<file path="config.mk">
export PLATFORM = sky130hd
export DESIGN_NAME = mux_display_scanner
export DESIGN_NICKNAME = d
export VERILOG_FILES = /design/src/rtl/mux_display_scanner.sv
export SDC_FILE = /design/constraint.sdc
export NUM_CORES = 1
export LEC_CHECK = 0
export CORE_ASPECT_RATIO = 0.7
export CORE_MARGIN = 3
export CORE_UTILIZATION = 40
export CTS_BUF_LIST = sky130_fd_sc_hd__clkbuf_8
export CTS_CLUSTER_SIZE = 28
export DETAILED_ROUTE_END_ITERATION = 8
export MAX_ROUTING_LAYER = met4
export PLACE_DENSITY_LB_ADDON = 0.25
export RECOVER_POWER = 100
export SYNTH_ARGS = -nofsm -noshare
export SYNTH_HDL_FRONTEND = slang
export SYNTH_SLANG_ARGS = --single-unit
</file>
<file path="constraint.sdc">
create_clock -name clk -period 4.6 [get_ports clk]
set_input_delay 0.92 -clock clk [delete_from_list [all_inputs] [get_ports clk]]
set_output_delay 0.92 -clock clk [all_outputs]
set_load 0.05 [all_outputs]
</file>
<file path="src/rtl/mux_display_scanner.sv">
// N-digit time-multiplexed hex display driver with refresh prescaler, blanking,
// tear-free double-buffered value, per-digit enables and leading-zero suppression.
module mux_display_scanner #(
    parameter int unsigned N_DIGITS         = 8,
    parameter int unsigned PRESCALE         = 1000,
    parameter int unsigned BLANK_CYCLES     = 16,
    parameter bit          ANODE_ACTIVE_LOW = 1'b0,
    parameter bit          SEG_ACTIVE_LOW   = 1'b1
) (
    input  logic                    clk,
    input  logic                    rst,
    input  logic [4*N_DIGITS-1:0]   digits_in,
    input  logic [N_DIGITS-1:0]     dp_in,
    input  logic [N_DIGITS-1:0]     digit_en,
    input  logic                    lz_suppress,
    input  logic                    load,
    output logic [N_DIGITS-1:0]     anode,
    output logic [6:0]              seg,
    output logic                    dp,
    output logic [3:0]              dnum,
    output logic                    scan_done
);

    localparam int unsigned SLOT_W = $clog2(PRESCALE);
    localparam int unsigned IDX_W  = $clog2(N_DIGITS);
    localparam int unsigned DW     = 4 * N_DIGITS;

    localparam logic [SLOT_W-1:0]   SLOT_LAST = SLOT_W'(PRESCALE - 1);
    localparam logic [SLOT_W-1:0]   SLOT_LIT  = SLOT_W'(BLANK_CYCLES);
    localparam logic [IDX_W-1:0]    IDX_TOP   = IDX_W'(N_DIGITS - 1);
    localparam logic [N_DIGITS-1:0] AN_OFF    = {N_DIGITS{ANODE_ACTIVE_LOW}};
    localparam logic [6:0]          SEG_OFF   = {7{SEG_ACTIVE_LOW}};
    localparam logic                DP_OFF    = SEG_ACTIVE_LOW;

    logic [SLOT_W-1:0]   slot_q, slot_d;
    logic [IDX_W-1:0]    idx_q, idx_d;
    logic [DW-1:0]       pend_dig_q, pend_dig_d;
    logic [N_DIGITS-1:0] pend_dp_q, pend_dp_d;
    logic [DW-1:0]       disp_dig_q, disp_dig_d;
    logic [N_DIGITS-1:0] disp_dp_q, disp_dp_d;
    logic                bnd_q, bnd_d;
    logic [N_DIGITS-1:0] anode_q, anode_d;
    logic [6:0]          seg_q, seg_d;
    logic                dp_q, dp_d;
    logic [3:0]          dnum_q, dnum_d;
    logic                done_q, done_d;

    logic                slot_end;
    logic                frame_end;
    logic [N_DIGITS-1:0] supp;
    logic                lead_zero;
    logic [3:0]          nib;
    logic                lit;
    logic [N_DIGITS-1:0] an_raw;
    logic [6:0]          seg_raw;
    logic                dp_raw;

    function automatic logic [6:0] hex7(input logic [3:0] h);
        logic [6:0] s;
        case (h)
            4'h0: s = 7'h3F;
            4'h1: s = 7'h06;
            4'h2: s = 7'h5B;
            4'h3: s = 7'h4F;
            4'h4: s = 7'h66;
            4'h5: s = 7'h6D;
            4'h6: s = 7'h7D;
            4'h7: s = 7'h07;
            4'h8: s = 7'h7F;
            4'h9: s = 7'h6F;
            4'hA: s = 7'h77;
            4'hB: s = 7'h7C;
            4'hC: s = 7'h39;
            4'hD: s = 7'h5E;
            4'hE: s = 7'h79;
            default: s = 7'h71;
        endcase
        return s;
    endfunction

    // Scan counters and value buffers; display buffer only moves at the frame boundary.
    always_comb begin
        slot_end   = (slot_q == SLOT_LAST);
        frame_end  = slot_end && (idx_q == '0);
        slot_d     = slot_end ? '0 : slot_q + SLOT_W'(1);
        idx_d      = idx_q;
        if (slot_end) begin
            idx_d = (idx_q == '0) ? IDX_TOP : idx_q - IDX_W'(1);
        end
        pend_dig_d = load ? digits_in : pend_dig_q;
        pend_dp_d  = load ? dp_in : pend_dp_q;
        disp_dig_d = frame_end ? pend_dig_d : disp_dig_q;
        disp_dp_d  = frame_end ? pend_dp_d : disp_dp_q;
        bnd_d      = frame_end;
    end

    // A digit is suppressed while it and every digit to its left hold zero.
    always_comb begin
        supp      = '0;
        lead_zero = lz_suppress;
        for (int i = int'(N_DIGITS) - 1; i >= 1; i--) begin
            lead_zero = lead_zero && (disp_dig_q[4*i +: 4] == 4'h0);
            supp[i]   = lead_zero;
        end
    end

    always_comb begin
        an_raw  = '0;
        nib     = disp_dig_q[{idx_q, 2'b00} +: 4];
        lit     = (slot_q >= SLOT_LIT) && digit_en[idx_q] && !supp[idx_q];
        if (lit) begin
            an_raw[idx_q] = 1'b1;
        end
        seg_raw = lit ? hex7(nib) : 7'h00;
        dp_raw  = lit && disp_dp_q[idx_q];
        anode_d = an_raw ^ AN_OFF;
        seg_d   = seg_raw ^ SEG_OFF;
        dp_d    = dp_raw ^ DP_OFF;
        dnum_d  = nib;
        done_d  = bnd_q;
    end

    always_ff @(posedge clk or posedge rst) begin
        if (rst) begin
            slot_q     <= '0;
            idx_q      <= IDX_TOP;
            pend_dig_q <= '0;
            pend_dp_q  <= '0;
            disp_dig_q <= '0;
            disp_dp_q  <= '0;
            bnd_q      <= 1'b0;
            anode_q    <= AN_OFF;
            seg_q      <= SEG_OFF;
            dp_q       <= DP_OFF;
            dnum_q     <= 4'h0;
            done_q     <= 1'b0;
        end else begin
            slot_q     <= slot_d;
            idx_q      <= idx_d;
            pend_dig_q <= pend_dig_d;
            pend_dp_q  <= pend_dp_d;
            disp_dig_q <= disp_dig_d;
            disp_dp_q  <= disp_dp_d;
            bnd_q      <= bnd_d;
            anode_q    <= anode_d;
            seg_q      <= seg_d;
            dp_q       <= dp_d;
            dnum_q     <= dnum_d;
            done_q     <= done_d;
        end
    end

    assign anode     = anode_q;
    assign seg       = seg_q;
    assign dp        = dp_q;
    assign dnum      = dnum_q;
    assign scan_done = done_q;

endmodule

</file>
==> impl_results.md, run 1 <==
- Multi-input logic area: about 0.0020 mm^2
- Status: finished with violations
- Clock slew at reported path FFs: approximately 70 ps
- HPWL after detailed placement: about 7.6 mm
- Post-CTS Repair Setup Buffers: 0
- Sequential area share after synthesis: 0.5620
- Syn_area_per_cell: 13.40 um^2
- Max-slew violations: roughly 40
- Htree depth: 4
- Final WS setup: ~1100 ps
- Residual DRC: 0
- Worst skew pair latency: between 400 and 500 ps
- Largest net degree at the start of global routing: 78
- Hold Path Class: reg2reg
- Max cap viols: 1
- Fill cells: roughly 1100
- RSZ-0062 raised after global routing: no
- Setup Skew: about 8.3 ps
- Total track usage: 0.1622
- Post-Syn Nets: about 450
- Clock buffer depth: 2
- Number of flops mapped to enable cells by yosys: 0
- Failing checks: capacitance limit, slew limit
- Nets: around 520
- IO Port Bufs: 72
- Die width: between 100 and 150 um
- Finished Layout Cells: ~630
- Area delta synth->final: 25.17%
- Crit end category: register
- Routed wire length: ~11 mm
- Vias: between 3000 and 4000
- Overflow after GRT: 0
- Warnings, synthesis: 0
- Max-Slew Margin vs Limit: -0.4470
- Initial antenna violation count: 0
- WP data required: between 4000 and 5000 ps
- Synth Cell Area: roughly 0.0051 mm^2
- Share of post-route cells with drive strength above 1: 0.2182
- Post-layout min period: 3458 ps
- Sequential Area: just under 0.003 mm^2
- Routed len/inst: between 15 and 20 um
- WS Path Type: reg2reg
- # diodes: 0
- Vias in the first global route: ~3300
- Post-CTS Resized: 0
- # hold bufs at CTS: 0
- Placed insts: 597
- First-pass GRT wire length: 17.50 mm
- TNS Setup: 0 ps
- Power, Total: around 0.0025 W
- Final GP Congestion: 0.8577
- Final hold vios: 0
- Worst Path Max Fanout: 25
- Period utilization: 0.7517
- DIE HEIGHT: ~100 um
- Max VDD drop: 0.0002150 V
- Final Instance Area: 0.006440 mm^2
- CTS tree: done
- ANT nets after route: 0
- Crit path launch type: register
- Placement-stage cell area: 0.005967 mm^2
- Ys async rst share: 1.000
- Core area: roughly 0.012 mm^2
- Place WS: between 1500 and 2000 ps
- Vias/cell: roughly 5.2
- Leakage: about 2.8 nW
- Root Buffer: clkbuf_8
- Ports: between 70 and 80
- PD cells: 387.5 mW/mm^2
- WP data arrival: between 3000 and 4000 ps
- Worst slew pin tran: around 2200 ps
- Syn Inst Count: between 300 and 400
- Clock buffer count from CTS: 17
- Distinct cell type count after synthesis: 54
- DRT iter0 DRCs: roughly 250
- Synth Flop Type: dfrtp_1
- Final Setup Violations: 0
- DRT Pass-1 Iters: 4
- Die footprint: ~0.014 mm^2
- Num rows: 33
- Fmax: 289.2 MHz
- Clock sink count: between 100 and 150
- Initial Util: 0.4238
- FF+latch count, synth: about 120
-- through the flow --
stage	utilization	hold WS, ps
3_3_place_gp	0.4915	340.4
6_report	0.5305	355.9
5_1_grt	0.5305	369.0
3_5_place_dp	0.4915	344.4
2_1_floorplan	-	331.2
4_1_cts	0.5335	359.5
-- final cells by class --
type	count	area share
multi-input cells	234	0.3180
flip-flops and latches	115	0.4490
repair buffers	76	0.1139
clock buffers	20	0.04274
inverters	15	0.009520
well taps	157	0.03050
clock inverters	12	0.03633
-- path summary, 6_finish.rpt --
kind	slack (ps)	depth (start not counted)	endpoint	startpoint
max reg2reg	1140	9	seg[3]	idx_q[0]
min	360	0	scan_done	bnd_q
min in group asynchronous	1180	2	pend_dp_q[7]	rst
max in group asynchronous	1870	3	pend_dig_q[27]	rst
max	1140	9	seg[3]	idx_q[0]
min reg2reg	360	0	scan_done	bnd_q
-- Yosys cell counts, types with 7 or more instances --
library cell,n,area share
nor4_1,7,0.0085
mux2i_1,12,0.023
inv_1,14,0.010
mux2_2,86,0.19
dfrtp_1,104,0.51
dfstp_2,11,0.056
and3_1,11,0.013
nor2_1,15,0.011
nand2_1,8,0.0058
ha_1,10,0.024
nand3_1,10,0.0097
-- layer usage --
| metal | routed length (um) | track usage | vias up |
|---|---|---|---|
| met3 | 476 | 0.04931 | 12 |
| met2 | 4369 | 0.2105 | 71 |
| li1 | - | - | 1543 |
| met1 | 5593 | 0.2415 | 1632 |
| met5 | 0 | - | - |
| met4 | 96 | 0.04794 | 0 |
-- cells in the final DEF, fill, tap and decap left out, types with 3 or more instances in the layout --
master / Yosys / routed
nor4_1: 7 / 8
nor2_1: 15 / 15
a21oi_1: 5 / 6
ha_1: 10 / 10
bufinv_16: 0 / 7
a211oi_1: 3 / 3
nand3b_1: 3 / 3
nor2b_1: 5 / 5
inv_1: 14 / 16
clkbuf_1: 5 / 4
mux2_2: 86 / 53
clkbuf_8: 0 / 20
dlygate4sd3_1: 0 / 22
dfstp_2: 11 / 10
o21ai_0: 6 / 7
mux2_1: 1 / 34
mux2i_1: 12 / 12
xor2_1: 4 / 4
a32oi_1: 3 / 3
and3_1: 11 / 11
clkdlybuf4s50_1: 0 / 49
nand2_1: 8 / 8
dfrtp_1: 104 / 104
o221ai_1: 4 / 4
nand3_1: 10 / 9
-- kinds of logic (layout without fill, tap and decap cells) --
family / count (synthesis) / count (layout) / share of synthesized area
multiplexers: 100 / 100 / 0.2181
flip-flops: 115 / 115 / 0.5620
AND/OR/NAND/NOR: 73 / 73 / 0.08098
AO/OA/AOI/OAI: 45 / 45 / 0.06809
XOR/XNOR: 6 / 6 / 0.01021
buffers and inverters: 35 / 123 / 0.03624
adder cells (fa/ha/maj): 10 / 10 / 0.02432
-- report_power, final --
part,internal (W),switching (W),leakage (nW),total [W]
Sequential,0.00108,0.0000260,1.41,0.00110
Combinational,0.000104,0.000112,1.17,0.000216
Clock,0.000792,0.000385,0.263,0.00118
Total,0.00197,0.000524,2.85,0.00250
-- state kept, by name, indices dropped and copies added (netlist names) --
signal      cells
anode           8
bnd_q           1
disp_dig_q     32
disp_dp_q       8
dnum            4
dp              1
idx_q           3
pend_dig_q     32
pend_dp_q       8
scan_done       1
seg             7
slot_q         10
-- critical path, cell delays in order, from the launching register on --
cell	delay, ps
dfstp_1	1120
mux2_1	390
a221o_1	300
a22oi_1	390
inv_1	200
ha_1	270
a31o_2	230
o22a_1	190
nand2_1	80
o221ai_1	140
No activity file was read; power rests on OpenSTA's default activity.
==> run 2: changes to the inputs <==
- clock period: 4.6 -> 3.6 ns (I/O delays scaled with it)
==> run 2 against run 1 <==
The run still ends with capacitance limit, slew limit left. Sequential power is 28% higher. Critical path depth stayed put. First-iteration DRC count is 10% lower. Global-route usage is 0.26 points higher. Clock skew is 0.62 ps lower. Critical endpoint unchanged. Fmax is 6.8% higher. Worst hold slack worse by 2.7 ps.
==> impl_results.md, run 2 (synthesis gave the netlist of run 1 again) <==
- Setup Skew: 7.721 ps (-0.6226 ps)
- Ports: 73 (unchanged)
- Max VDD drop: 0.0002802 V (+30%)
- Final Setup Violations: 0 (unchanged)
- PD cells: 475.4 mW/mm^2 (+23%)
- DIE HEIGHT: 100.9 um (unchanged)
- Clock buffer count from CTS: 17 (unchanged)
- TNS Setup: 0 ps (unchanged)
- Finished Layout Cells: 630 (+0.16%)
- Post-layout min period: 3237 ps (-220.1 ps)
- Initial Util: 0.4238 (unchanged)
- WS Path Type: reg2reg
- Area delta synth->final: 24.81%
- Routed len/inst: 16.93 um (+1.0%)
- Place WS: 522.3 ps (-1028 ps)
- Hold Path Cell Cnt: 0 (unchanged)
- Vias/cell: 5.171 (-0.16%)
- Residual DRC: 0 (unchanged)
- Initial antenna violation count: 0 (unchanged)
- Final hold vios: 0 (unchanged)
- Clock buffer depth: 2 (unchanged)
- Nets: 522 (+0.19%)
- # diodes: 0 (unchanged)
- Largest net degree at the start of global routing: 54 (-31%)
- Clock sink count: 115 (unchanged)
- Minimum hold slack: 353.2 ps (-2.655 ps)
- Core area: 0.01214 mm^2 (unchanged)
- DR WL met3: 589 um (+24%)
- Max-Slew Margin vs Limit: -0.4505 (-0.003498)
- Clock slew at reported path FFs: 70 ps (about the same)
- Metal2 WL: 4.507 mm (+3.2%)
- Total track usage: 0.1648 (+0.002602)
- Leakage: 2.837 nW (-0.37%)
- DRT Pass-1 Iters: 6 (+2)
- Commonest non-fill, non-tap cell in the layout: dfrtp_1
- WP data required: 3910 ps (-970 ps)
- Crit path launch type: register
- First-pass GRT wire length: 17.60 mm (+0.59%)
- Post-CTS Repair Setup Buffers: 0 (unchanged)
- Root Buffer: clkbuf_8
- Placed insts: 598 (+0.17%)
- ANT nets after route: 0 (unchanged)
- DRT iter0 DRCs: 228 (-10%)
- Post-CTS Resized: 0 (unchanged)
- Routed wire length: 10.66 mm (+1.2%)
- Die width: 141.6 um (unchanged)
- Worst Path Max Fanout: 25 (unchanged)
- Largest regs: disp_dig_q: 32 flops, pend_dig_q: 32 flops, slot_q: 10 flops
- Worst path slowest cell: dfstp_2
- Cells on worst reg2reg path: 9 (unchanged)
- CP Cell Sequence: mux2_1, a221o_1, a22oi_1, inv_1, ha_1, a31o_2, o22a_1, nand2_1, o221ai_1
- Most frequent cells in the layout: dfrtp_1 (104), mux2_2 (53), clkdlybuf4s50_1 (49)
- HPWL after detailed placement: 7.684 mm (+0.96%)
- Final GP Congestion: 0.8497 (-0.93%)
- CTS tree: done
- Worst slew pin tran: 2176 ps (+5.248 ps)
- IO Port Bufs: 72 (unchanged)
- Top layer in use: met4
- M1 wire length: 5.501 mm (-1.6%)
- Crit end category: register
- Htree depth: 4 (unchanged)
- Max cap viols: 2 (+1)
- Failing checks: capacitance limit, slew limit
- Hold Path Class: reg2reg
- Crit-path max cell delay: 860 ps (-260 ps)
- Share of post-route cells with drive strength above 1: 0.2283 (+0.01011)
- RSZ-0062 raised after global routing: no
- Die footprint: 0.01428 mm^2 (unchanged)
- Final WS setup: 362.5 ps (-779.9 ps)
- WP data arrival: 3540 ps (-190 ps)
- Vias in the first global route: 3356 (+0.57%)
- # hold bufs at CTS: 0 (unchanged)
- Status: finished with violations
- Period utilization: 0.8993 (+0.1476)
- Overflow after GRT: 0 (unchanged)
- Fmax: 308.9 MHz (+6.8%)
- Num rows: 33 (unchanged)
- Max-slew violations: 79 (+93%)
- Vias: 3258 (unchanged)
- Worst skew pair latency: 430 ps (about the same)
-- run 2: cell types whose count changed in the layout (fill, tap and decap cells not counted), sizes merged --
cell | previous run | this run
inv | 18 | 15
bufinv | 7 | 5
clkbuf | 24 | 23
clkinv | 1 | 4
buf | 1 | 3
clkinvlp | 1 | 3
-- run 2: where the power goes --
| part | internal (W) | total, W | switching [W] |
|---|---|---|---|
| clock | 0.000869 | 0.00136 | 0.000495 |
| combinational | 0.000135 | 0.000280 | 0.000145 |
| sequential | 0.00138 | 0.00141 | 0.0000328 |
-- run 2: per-stage QoR --
stage / cell area (um^2) / util / power (W)
finish: 6421 / 0.5290 / 0.003053
global route: 6421 / 0.5290 / 0.003194
CTS: 6449 / 0.5312 / 0.003110
detailed placement: 5988 / 0.4933 / 0.001730
global placement: 5988 / 0.4933 / 0.001723
floorplan: 5149 / - / 0.001602
-- run 2: metal layers --
layer	global-route usage	vias up
li1	-	1545
met5	-	-
met3	0.04742	6
met4	0.05973	0
met1	0.2413	1619
met2	0.2149	88
-- run 2: final cells by class --
class	count	area [um^2]
multi-input cells	234	2057
clock inverters	12	185.2
inverters	15	58.81
repair buffers	77	757.0
clock buffers	20	275.3
fillers	1041	5718
well taps	157	196.4
flip-flops and latches	115	2892
-- run 2: final timing paths --
check	from	to	slack, ps
worst max register to register	idx_q[0]	seg[3]	360
worst min register to register	bnd_q	scan_done	350
min in group asynchronous	rst	slot_q[5]	1170
max in group asynchronous	rst	disp_dig_q[27]	620
worst min-delay path	bnd_q	scan_done	350
worst max-delay path	idx_q[0]	seg[3]	360
-- run 2: critical path, delay by kind of cell, from the launching register on --
family,cells,cell delay [ps]
adders and majority gates,1,280
muxes,1,370
and+or+nand+nor,1,80
DFF,1,860
AOI/OAI and AO/OA,5,1310
buffers and inverters,1,210
==> run 3: changes to the inputs <==
- CORE_MARGIN: 3 -> unset
- CTS_CLUSTER_DIAMETER: unset -> 100
==> run 3 against run 2 <==
The run still ends with capacitance limit, slew limit left. Combinational power decreased by 2%. First-iteration DRC count decreased by 15%. Sequential power about the same. Critical endpoint is now seg[4]. Largest power group unchanged. Highest routed layer unchanged. Largest cell class unchanged.
==> impl_results.md, run 3 (synthesis gave the netlist of run 1 again) <==
- Status: finished with violations
- Failing checks: capacitance limit, slew limit
- Max cap viols: 2 (unchanged)
- # diodes: 0 (unchanged)
- Final hold vios: 0 (unchanged)
- Clock buffer count from CTS: 17 (unchanged)
- Clock buffer depth: 2 (unchanged)
- Residual DRC: 0 (unchanged)
- Area delta synth->final: 23.74%
- Num rows: 34 (+3.0%)
- Htree depth: 4 (unchanged)
- IO Port Bufs: 72 (unchanged)
- HPWL after detailed placement: 7.298 mm (-5.0%)
- DRT Pass-1 Iters: 4 (-2)
- Routed wire length: 10.49 mm (-1.6%)
- Initial Util: 0.4128 (-0.01106)
- Final Setup Violations: 0 (unchanged)
- Worst Path Max Fanout: 14 (-44%)
- Minimum hold slack: 341.5 ps (-11.77 ps)
- Final Instance Area: 0.006366 mm^2 (-0.86%)
- Max-Slew Margin vs Limit: -0.4995 (-0.04905)
- Placement-stage cell area: 0.005987 mm^2 (about the same)
- Initial antenna violation count: 0 (unchanged)
- Post-CTS Repair Setup Buffers: 0 (unchanged)
- Clock sink count: 115 (unchanged)
- Vias: 3250 (-0.25%)
- Setup Skew: 10.81 ps (+3.094 ps)
- Die footprint: 0.01333 mm^2 (-6.7%)
- First-pass GRT wire length: 17.20 mm (-2.3%)
- Root Buffer: clkbuf_8
- Max VDD drop: 0.0002387 V (-15%)
- Core area: 0.01246 mm^2 (+2.7%)
- Post-layout min period: 3211 ps (-26.66 ps)
- Multi-input logic area: 0.002051 mm^2 (-0.30%)
- Largest regs: disp_dig_q: 32 flops, pend_dig_q: 32 flops, slot_q: 10 flops
- CTS tree: done
- TNS Setup: 0 ps (unchanged)
- Crit path launch type: register
- # hold bufs at CTS: 0 (unchanged)
- Final GP Congestion: 0.8628 (+1.5%)
- Post-CTS Resized: 0 (unchanged)
- Ports: 73 (unchanged)
- Routed len/inst: 16.57 um (-2.1%)
- Power, Total: 0.002929 W (-4.1%)
- WP data required: 3950 ps (+40 ps)
- Fmax: 311.4 MHz (+0.83%)
- Share of post-route cells with drive strength above 1: 0.2208 (-0.007523)
- Most frequent cells in the layout: dfrtp_1 (104), mux2_2 (53), clkdlybuf4s50_1 (49)
- Leakage: 2.802 nW (-1.2%)
- Vias/cell: 5.134 (-0.72%)
- Worst slew pin tran: 2249 ps (+73.57 ps)
- DRT iter0 DRCs: 194 (-15%)
- ANT nets after route: 0 (unchanged)
- WS Path Type: reg2reg
- Period utilization: 0.8919 (-0.007406)
- Fin util: 0.5107 (-0.01822)
- RSZ-0062 raised after global routing: no
- Nets: 521 (-0.19%)
- Worst skew pair latency: 430 ps (about the same)
- PD cells: 460.0 mW/mm^2 (-3.2%)
- Total track usage: 0.1784 (+0.01366)
- Overflow after GRT: 0 (unchanged)
- WP data arrival: 3560 ps (+20 ps)
- Sequential Area: 0.002892 mm^2 (unchanged)
- Clock slew at reported path FFs: 70 ps (about the same)
- Hold Path Class: reg2reg
- Commonest non-fill, non-tap cell in the layout: dfrtp_1
- DIE HEIGHT: 96.89 um (-4.0%)
- Die width: 137.6 um (-2.8%)
- Max-slew violations: 157 (+99%)
- Fill cells: 1096 (+5.3%)
- Crit end category: register
- Largest net degree at the start of global routing: 116 (+110%)
- Vias in the first global route: 3334 (-0.66%)
run 3: final timing paths:
check | start | end | slack (ps) | cells past startpoint
worst max register to register | idx_q[0] | seg[4] | 390 | 6
min in group asynchronous | rst | slot_q[7] | 1290 | 3
worst min-delay path | bnd_q | scan_done | 340 | 0
worst min register to register | bnd_q | scan_done | 340 | 0
max in group asynchronous | rst | anode[5] | 1270 | 3
worst max-delay path | idx_q[0] | seg[4] | 390 | 6
run 3: per-layer routing:
layer | part of all wire | up-vias | global-route usage
li1 | - | 1544 | -
met1 | 0.50 | 1610 | 0.2518
met2 | 0.43 | 81 | 0.2412
met3 | 0.052 | 15 | 0.04507
met4 | 0.011 | 0 | 0.07608
met5 | 0 | - | -
run 3: final cells by class:
type	count	area share
clock buffers	21	0.04540
well taps	162	0.03184
repair buffers	76	0.1160
clock inverters	10	0.02064
flip-flops and latches	115	0.4542
multi-input cells	234	0.3221
inverters	15	0.009827
run 3: report_power, final:
group          internal, W  leakage, nW  switching, W
sequential         0.00137         1.41     0.0000332
combinational     0.000133         1.18      0.000142
clock             0.000748        0.211      0.000498
run 3: stage by stage:
| step | instances | setup WS (ps) |
|---|---|---|
| floorplan | 384 | 1013 |
| global placement | 602 | 729.8 |
| detailed placement | 602 | 592.7 |
| CTS | 633 | 576.0 |
| global route | 633 | 178.1 |
| finish | 633 | 389.2 |
run 3: worst max-delay path, cell delays in order (launching register included):
cell      delay, ps
dfstp_1         880
buf_4           300
mux2_2          360
a221oi_1        480
o21a_1          510
mux2_2          400
o221ai_1        190
